===== src/rtl/pixel_loader_pkg.sv =====
// Shared types and default sizes for the pixel vector loader.
`timescale 1ns/1ps
package pixel_loader_pkg;

    localparam int DEF_WIDTH = 24;
    localparam int DEF_DEPTH = 24;
    localparam int DEF_LANES = 4;

    typedef enum logic [1:0] {
        IDLE,
        FETCH,
        EMIT,
        DONE
    } state_t;

    typedef logic [DEF_LANES*DEF_WIDTH-1:0] vec_t;

endpackage


===== src/rtl/pixel_vector_loader_packer.sv =====
// Lane register file: one pixel word plus mask bit per lane.
`timescale 1ns/1ps
module lane_packer
    import pixel_loader_pkg::*;
#(
    parameter int WIDTH = DEF_WIDTH,
    parameter int LANES = DEF_LANES,
    localparam int LW = (LANES > 1) ? $clog2(LANES) : 1
) (
    input  logic                   clk,
    input  logic                   rst,
    input  logic                   clr_i,
    input  logic                   we_i,
    input  logic [LW-1:0]          lane_i,
    input  logic                   hit_i,
    input  logic [WIDTH-1:0]       din_i,
    output logic [LANES*WIDTH-1:0] data_o,
    output logic [LANES-1:0]       mask_o
);

    logic [LANES*WIDTH-1:0] data_q;
    logic [LANES-1:0]       mask_q;

    // Out-of-range fetches still occupy their lane, as a zero with mask 0.
    always_ff @(posedge clk or posedge rst) begin
        if (rst) begin
            data_q <= '0;
            mask_q <= '0;
        end else if (clr_i) begin
            data_q <= '0;
            mask_q <= '0;
        end else if (we_i) begin
            for (int i = 0; i < LANES; i++) begin
                if (lane_i == LW'(i)) begin
                    data_q[i*WIDTH +: WIDTH] <= hit_i ? din_i : '0;
                    mask_q[i]                <= hit_i;
                end
            end
        end
    end

    assign data_o = data_q;
    assign mask_o = mask_q;

endmodule


===== src/rtl/pixel_vector_loader.sv =====
// Streams pixels from a combinational-read memory and packs them into vectors.
`timescale 1ns/1ps
module pixel_vector_loader
    import pixel_loader_pkg::*;
#(
    parameter int WIDTH = DEF_WIDTH,
    parameter int DEPTH = DEF_DEPTH,
    parameter int LANES = DEF_LANES
) (
    input  logic                   clk,
    input  logic                   rst,
    input  logic                   start,
    input  logic [WIDTH-1:0]       base_addr,
    input  logic [WIDTH-1:0]       count,
    output logic [WIDTH-1:0]       mem_addr,
    input  logic [WIDTH-1:0]       mem_rd,
    output logic [LANES*WIDTH-1:0] vec_data,
    output logic [LANES-1:0]       vec_mask,
    output logic                   vec_valid,
    input  logic                   vec_ready,
    output logic                   busy,
    output logic                   done
);

    localparam int LW = (LANES > 1) ? $clog2(LANES) : 1;

    state_t           state_q, state_d;
    logic [WIDTH-1:0] base_q, base_d;
    logic [WIDTH-1:0] cnt_q, cnt_d;
    logic [WIDTH-1:0] idx_q, idx_d;
    logic [WIDTH-1:0] addr_q, addr_d;
    logic [LW-1:0]    lane_q, lane_d;

    logic [WIDTH-1:0] fetch_addr;
    logic             hit;
    logic             last_lane;
    logic             last_pix;
    logic             clr;
    logic             we;

    assign fetch_addr = base_q + idx_q;
    assign hit        = fetch_addr < WIDTH'(DEPTH);
    assign last_lane  = lane_q == LW'(LANES - 1);
    assign last_pix   = idx_q == cnt_q - 1'b1;

    always_ff @(posedge clk or posedge rst) begin
        if (rst) begin
            state_q <= IDLE;
            base_q  <= '0;
            cnt_q   <= '0;
            idx_q   <= '0;
            addr_q  <= '0;
            lane_q  <= '0;
        end else begin
            state_q <= state_d;
            base_q  <= base_d;
            cnt_q   <= cnt_d;
            idx_q   <= idx_d;
            addr_q  <= addr_d;
            lane_q  <= lane_d;
        end
    end

    always_comb begin
        state_d = state_q;
        base_d  = base_q;
        cnt_d   = cnt_q;
        idx_d   = idx_q;
        addr_d  = addr_q;
        lane_d  = lane_q;
        clr     = 1'b0;
        we      = 1'b0;
        unique case (state_q)
            IDLE: begin
                if (start) begin
                    base_d  = base_addr;
                    cnt_d   = count;
                    idx_d   = '0;
                    lane_d  = '0;
                    clr     = 1'b1;
                    state_d = (count == '0) ? DONE : FETCH;
                end
            end
            FETCH: begin
                we     = 1'b1;
                addr_d = fetch_addr;
                idx_d  = idx_q + 1'b1;
                lane_d = lane_q + 1'b1;
                if (last_lane || last_pix) begin
                    state_d = EMIT;
                end
            end
            EMIT: begin
                if (vec_ready) begin
                    if (idx_q == cnt_q) begin
                        state_d = DONE;
                    end else begin
                        state_d = FETCH;
                        lane_d  = '0;
                        clr     = 1'b1;
                    end
                end
            end
            DONE: begin
                state_d = IDLE;
            end
            default: begin
                state_d = IDLE;
            end
        endcase
    end

    // Address is live only while fetching; otherwise the last one is held.
    always_comb begin
        busy      = state_q != IDLE;
        done      = state_q == DONE;
        vec_valid = state_q == EMIT;
        mem_addr  = (state_q == FETCH) ? fetch_addr : addr_q;
    end

    lane_packer #(
        .WIDTH (WIDTH),
        .LANES (LANES)
    ) u_packer (
        .clk    (clk),
        .rst    (rst),
        .clr_i  (clr),
        .we_i   (we),
        .lane_i (lane_q),
        .hit_i  (hit),
        .din_i  (mem_rd),
        .data_o (vec_data),
        .mask_o (vec_mask)
    );

endmodule


===== config.mk =====
export PLATFORM = sky130hd
export DESIGN_NAME = pixel_vector_loader
export DESIGN_NICKNAME = d
export VERILOG_FILES = /design/src/rtl/pixel_loader_pkg.sv /design/src/rtl/pixel_vector_loader_packer.sv /design/src/rtl/pixel_vector_loader.sv
export SDC_FILE = /design/constraint.sdc
export NUM_CORES = 1
export LEC_CHECK = 0
export ABC_AREA = 1
export CAP_MARGIN = 20
export CORE_ASPECT_RATIO = 0.6
export CORE_MARGIN = 8
export CORE_UTILIZATION = 39
export DETAILED_ROUTE_END_ITERATION = 6
export DONT_BUFFER_PORTS = 1
export GPL_ROUTABILITY_DRIVEN = 1
export REMOVE_ABC_BUFFERS = 1
export SYNTH_ARGS = -nofsm -noshare
export SYNTH_HDL_FRONTEND = slang
export SYNTH_SLANG_ARGS = --single-unit

===== constraint.sdc =====
create_clock -name clk -period 11.75 [get_ports clk]
set_input_delay 2.35 -clock clk [delete_from_list [all_inputs] [get_ports clk]]
set_output_delay 2.35 -clock clk [all_outputs]
set_load 0.01 [all_outputs]

=== Word level (Yosys, flattened, before mapping) ===
Index checks and enable logic that the tools add are counted.

* Register bits after elaboration: 200
* Latch bits: 0
* Bits in writable memories: 0
* ROM bits: 0
* Input port bits: 76
* Output and inout bits: 127
* Logic and storage cells: 82
* Memories kept: 0

* $add $sub $neg: 4
* $mul: 0
* Div/mod/pow operators: 0
* $lt $le $gt $ge: 1
* Equality and inequality tests: 12
* Shifts and indexed selects: 0
* Mux-type cells: 31
* Bitwise operators: 0
* Reduce and logical (&&, ||, !) cells: 20

{| class="wikitable"
|+ Operators by type and width
! kind !! number
|-
| $mux W96 || 2
|-
| $mux W24 || 7
|-
| $eq A24 B24 Y1 || 2
|-
| $pmux W24 S2 || 1
|-
| $add A24 B1 Y24 const B || 1
|-
| $add A24 B24 Y24 || 1
|-
| $logic_not A24 Y1 || 1
|-
| $lt A24 B5 Y1 const B || 1
|-
| $sub A24 B1 Y24 const B || 1
|-
| $mux W2 || 8
|-
| $reduce_bool A2 Y1 || 7
|-
| $reduce_and A2 Y1 || 6
|-
| $eq A2 B2 Y1 const B || 4
|-
| $mux W1 || 8
|-
| $mux W4 || 2
|-
| $pmux W2 S4 || 1
|-
| $ne A2 B2 Y1 const B || 3
|-
| $pmux W2 S3 || 1
|-
| $eq A2 B1 Y1 const B || 2
|-
| $logic_not A2 Y1 || 2
|-
| $reduce_and A4 Y1 || 1
|-
| $reduce_and A3 Y1 || 1
|-
| $reduce_bool A3 Y1 || 1
|-
| $add A2 B1 Y2 const B || 1
|-
| 3 further kinds || 3
|}

=== Longest topological paths before layout ===
* Word-level depth: 6
* Depth in mapped cells: 19
* Depth with buffers taken out: 18

=== Modules after synthesis ===
From an unflattened synthesis, not the netlist that was laid out.

* Cells, all modules: 1511
* Area total of the unflattened synthesis: 11263.3 sq um

{| class="wikitable"
|+ Modules (own cells, without submodules)
! module !! times used !! cells each !! area each (sq um) !! sequential area each (sq um)
|-
| pixel_vector_loader || 1 || 1010 || 6925.4 || 2502.4
|-
| lane_packer || 1 || 501 || 4337.9 || 2502.4
|}

=== Least setup slack after synthesis ===
OpenSTA, ideal clock, no wires.

* Path type: register to output
* From: reg idx_q[0]
* To: out mem_addr[16]
* Data arrival time: 1.908 ns
* Required time: 9.400 ns
* Slack: 7.492 ns
* Stages on the path, launching flop included: 14
* Path buffers: 0
* Path through: dfrtp_1 ha_1 inv_1 fa_1 inv_1 nand3_1 nand3_2 nand2_1 nand2_1 nand3b_1 nand2_1 xor2_1 nand2_1 nand2_1

* Cells in the longest elaborated chain, start to end: 2

{| class="wikitable"
|+ RTL lines
! element !! line !! text
|-
| start, declared || pixel_vector_loader.sv:30 || <nowiki>logic [WIDTH-1:0] idx_q, idx_d;</nowiki>
|-
| start signal, assigned || pixel_vector_loader.sv:58 || <nowiki>idx_q <= idx_d;</nowiki>
|-
| $add A24 B24 Y24 || pixel_vector_loader.sv:41 || <nowiki>assign fetch_addr = base_q + idx_q;</nowiki>
|-
| $mux W24 || n/a ||
|-
| end, declared || pixel_vector_loader.sv:15 || <nowiki>output logic [WIDTH-1:0] mem_addr,</nowiki>
|}

No other way between the ends.

=== Worst setup path in the final report ===
Ends and elaborated chain as after synthesis.

==> flow_summary.ini <==
[timing]
finalCritPeriodShare_pct = 45.0
max_slew_margin_pct = 33.4
drv_slew = 0
tightest_slew_ns = 0.999
setup_viol = 0
rsz0062_at_grt = no
fmax_ghz = 0.189
min_period_ns = 5.28
hold_ws_ns = 0.492
final_hold_viol_count = 0
fin_setup_tns_ns = 0
fin_skew_ns = 0.0135
fin_ws_ns = 6.47

[cts]
clock_latency_ns = 0.46
clock_path_buffers = 2
clk_root_buffer_cell = clkbuf_16
post_cts_buffers = 0
ctsHoldBuffers = 0
path_clk_slew_ns = 0.08
cts-htree-levels = 4
cts_tree = built
clkSinkCount = 200
cts_buffers = 17
ctsResizeCount = 0

[die]
die_x_um = 233
core_um2 = 27700
start_util_pct = 39.9
fp.dieH_um = 146
fp-row-count = 47
pin_count = 203
dieArea_um2 = 34200

[critical_path]
setup.worst_path.start_class = flip-flop
worst_path_most_repeated_cell = nand2_1
cp_max_fo = 7
slowest_delay_ns = 0.48
crit_family = simple AND/OR/NAND/NOR gates
end_kind = output port
worst-setup-path-type = flip-flop to output port
cp_slowest_cell = dfrtp_1
crit_chain = ha_1 > inv_1 > fa_1 > inv_1 > nand3_1 > nand3_2 > nand2_1 > nand2_1 > nand3b_1 > nand2_1 > xor2_1 > nand2_1 > nand2_1
cp.required_ns = 9.40
critPathBufInv = 2
crit_arrival_ns = 2.93

[final_layout]
n_antenna_cell = 0
layout_commonest_cell = nand2_1
syn_to_final_growth_pct = 7.75
mostFrequentLayoutCells = 612 x nand2_1, 200 x dfrtp_1, 139 x nand3_1
final_cells = 1856
drive_above_1_share_pct = 6.98
finalInstanceArea_um2 = 11900
final_nets = 1582
post-route-util_pct = 43.0

[place]
place.port_buffers = 0
hpwl_mm = 25.9
dpl_cell_area_um2 = 11300
placed_cells = 1823
place_ws_ns = 6.90
place_congestion = 0.934

[power]
ir_drop_mv = 0.111
clkPwrFrac_pct = 22.4
powerDensity_nw_per_um2 = 223
power.switching_mw = 1.23
swShare_pct = 46.4
power.internal_mw = 1.43
power_mw = 2.66
comb_power_share_pct = 42.9
p_leak_nw = 6.34
p_seq_share_pct = 34.7

[synthesis]
synth_area_um2 = 11100
synth_seq_cells = 200
synth_edf_count = 0
async_reset_ff_share_pct = 100
ys_types = 43
seq_area_frac_synth_pct = 45.3
synth_top_flop_cell = dfrtp_1
yosys_warnings = 0
syn_avg_cell_area_um2 = 7.41
syn_inst = 1491

[routing]
totalWireLength_mm = 35.1
routed-via-count = 9627
wire_per_inst_um = 18.9
vias_per_cell = 5.19
drt_iter0_drc = 863
drt-pass1-iter-count = 6
ant_nets = 0
drc = 0

[global_route]
grt_pass1_vias = 8867
grt.met2_usage_pct = 28.3
grt_overflow = 0
grt_usage_pct = 20.5
grt_pass1_wl_mm = 54.1
grt.busiest_layer = met1
met3_usage_pct = 4.45
grtUsageMet1_pct = 32.0
grt_max_degree = 123
antenna_found_initial = 0

[run_status]
outcome = completed

[worst_hold_path]
hold_path_class = flip-flop to flip-flop

[job]
cap_violations = 0
==> final cells by class <==
cell class	instances	area (um^2)
inverters	144	548
fillers	2809	15800
flip-flops and latches	200	5000
well taps	367	459
repair buffers	11	103
clock inverters	11	101
clock buffers	21	480
multi-input cells	1102	5220
==> cells in the mapped netlist (2+ instances only) <==
master	n	area (um^2)
xnor2_1	9	78.8
a21oi_2	5	43.8
o21a_1	2	15.0
dfrtp_1	200	5000
a21oi_1	31	155
clkbuf_1	19	71.3
nand3_1	139	696
buf_2	16	80.1
buf_8	10	150
o21ai_0	51	255
nand4_1	15	93.8
nand2_1	612	2300
a31oi_1	8	50.1
nand3_2	6	60.1
xor2_1	13	114
o22ai_1	2	12.5
nand3b_1	10	75.1
nor2_1	107	402
nor4_1	10	62.6
nor2_4	3	33.8
ha_1	29	363
nand2_2	10	62.6
nor2_2	14	87.6
nor3_1	9	45.0
inv_1	131	492
inv_2	13	48.8
==> logic make-up after synthesis <==
| family | share of synthesized area, % |
|---|---|
| adders and majority gates | 3.46 |
| buffers and inverters | 7.62 |
| muxes | 0.0905 |
| xor gates and xnor gates | 1.89 |
| AOI/OAI and AO/OA | 5.30 |
| DFF | 45.3 |
| and+or+nand+nor | 36.4 |
==> worst paths after layout <==
path	from	to	slack [ns]	cells after the start
hold / removal	base_q[2]$_DFFE_PP0P_	base_q[2]$_DFFE_PP0P_	0.49	2
max in group asynchronous	rst	idx_q[17]$_DFFE_PP0P_	8.68	3
setup / recovery	idx_q[0]$_DFFE_PP0P_	mem_addr[16]	6.47	13
hold reg to reg	base_q[2]$_DFFE_PP0P_	base_q[2]$_DFFE_PP0P_	0.49	2
min in group asynchronous	rst	cnt_q[2]$_DFFE_PP0P_	1.87	1
setup reg to reg	idx_q[9]$_DFFE_PP0P_	u_packer.data_o[80]$_DFFE_PP0P_	7.95	13
==> state kept, by name, indices dropped and copies added, names as in the netlist <==
| name | cells |
|---|---|
| addr_q | 24 |
| base_q | 24 |
| cnt_q | 24 |
| idx_q | 24 |
| lane_q | 2 |
| state_q | 2 |
| u_packer.data_o | 96 |
| u_packer.mask_o | 4 |
==> metal layers <==
layer,part of all wire (%),wire length [um],vias up
met2,42,14700,300
met5,0,0,-
met1,50,17500,4617
met3,7.0,2460,26
met4,1.4,474,0
li1,-,-,4684
==> power by group through the flow <==
stage / logic, mW / clock network, mW / registers (mW)
detailed placement: 1.14 / 0 / 0.936
finish: 1.14 / 0.597 / 0.924
global route: 1.28 / 0.632 / 0.941
floorplan: 0.803 / 0 / 0.905
global placement: 1.13 / 0 / 0.935
CTS: 1.14 / 0.607 / 0.924
==> worst reg2reg max path: stages (launching register included) <==
cell,delay [ns]
dfrtp_1,0.48
ha_1,0.40
nand2_2,0.14
inv_1,0.06
a21oi_2,0.29
nand3_1,0.31
xnor2_1,0.29
nand3_1,0.21
nor2_2,0.20
nand3_4,0.13
nor2_8,0.12
buf_4,0.75
nand3_1,0.27
nand2_1,0.11
(Power assumes the default switching activity.)
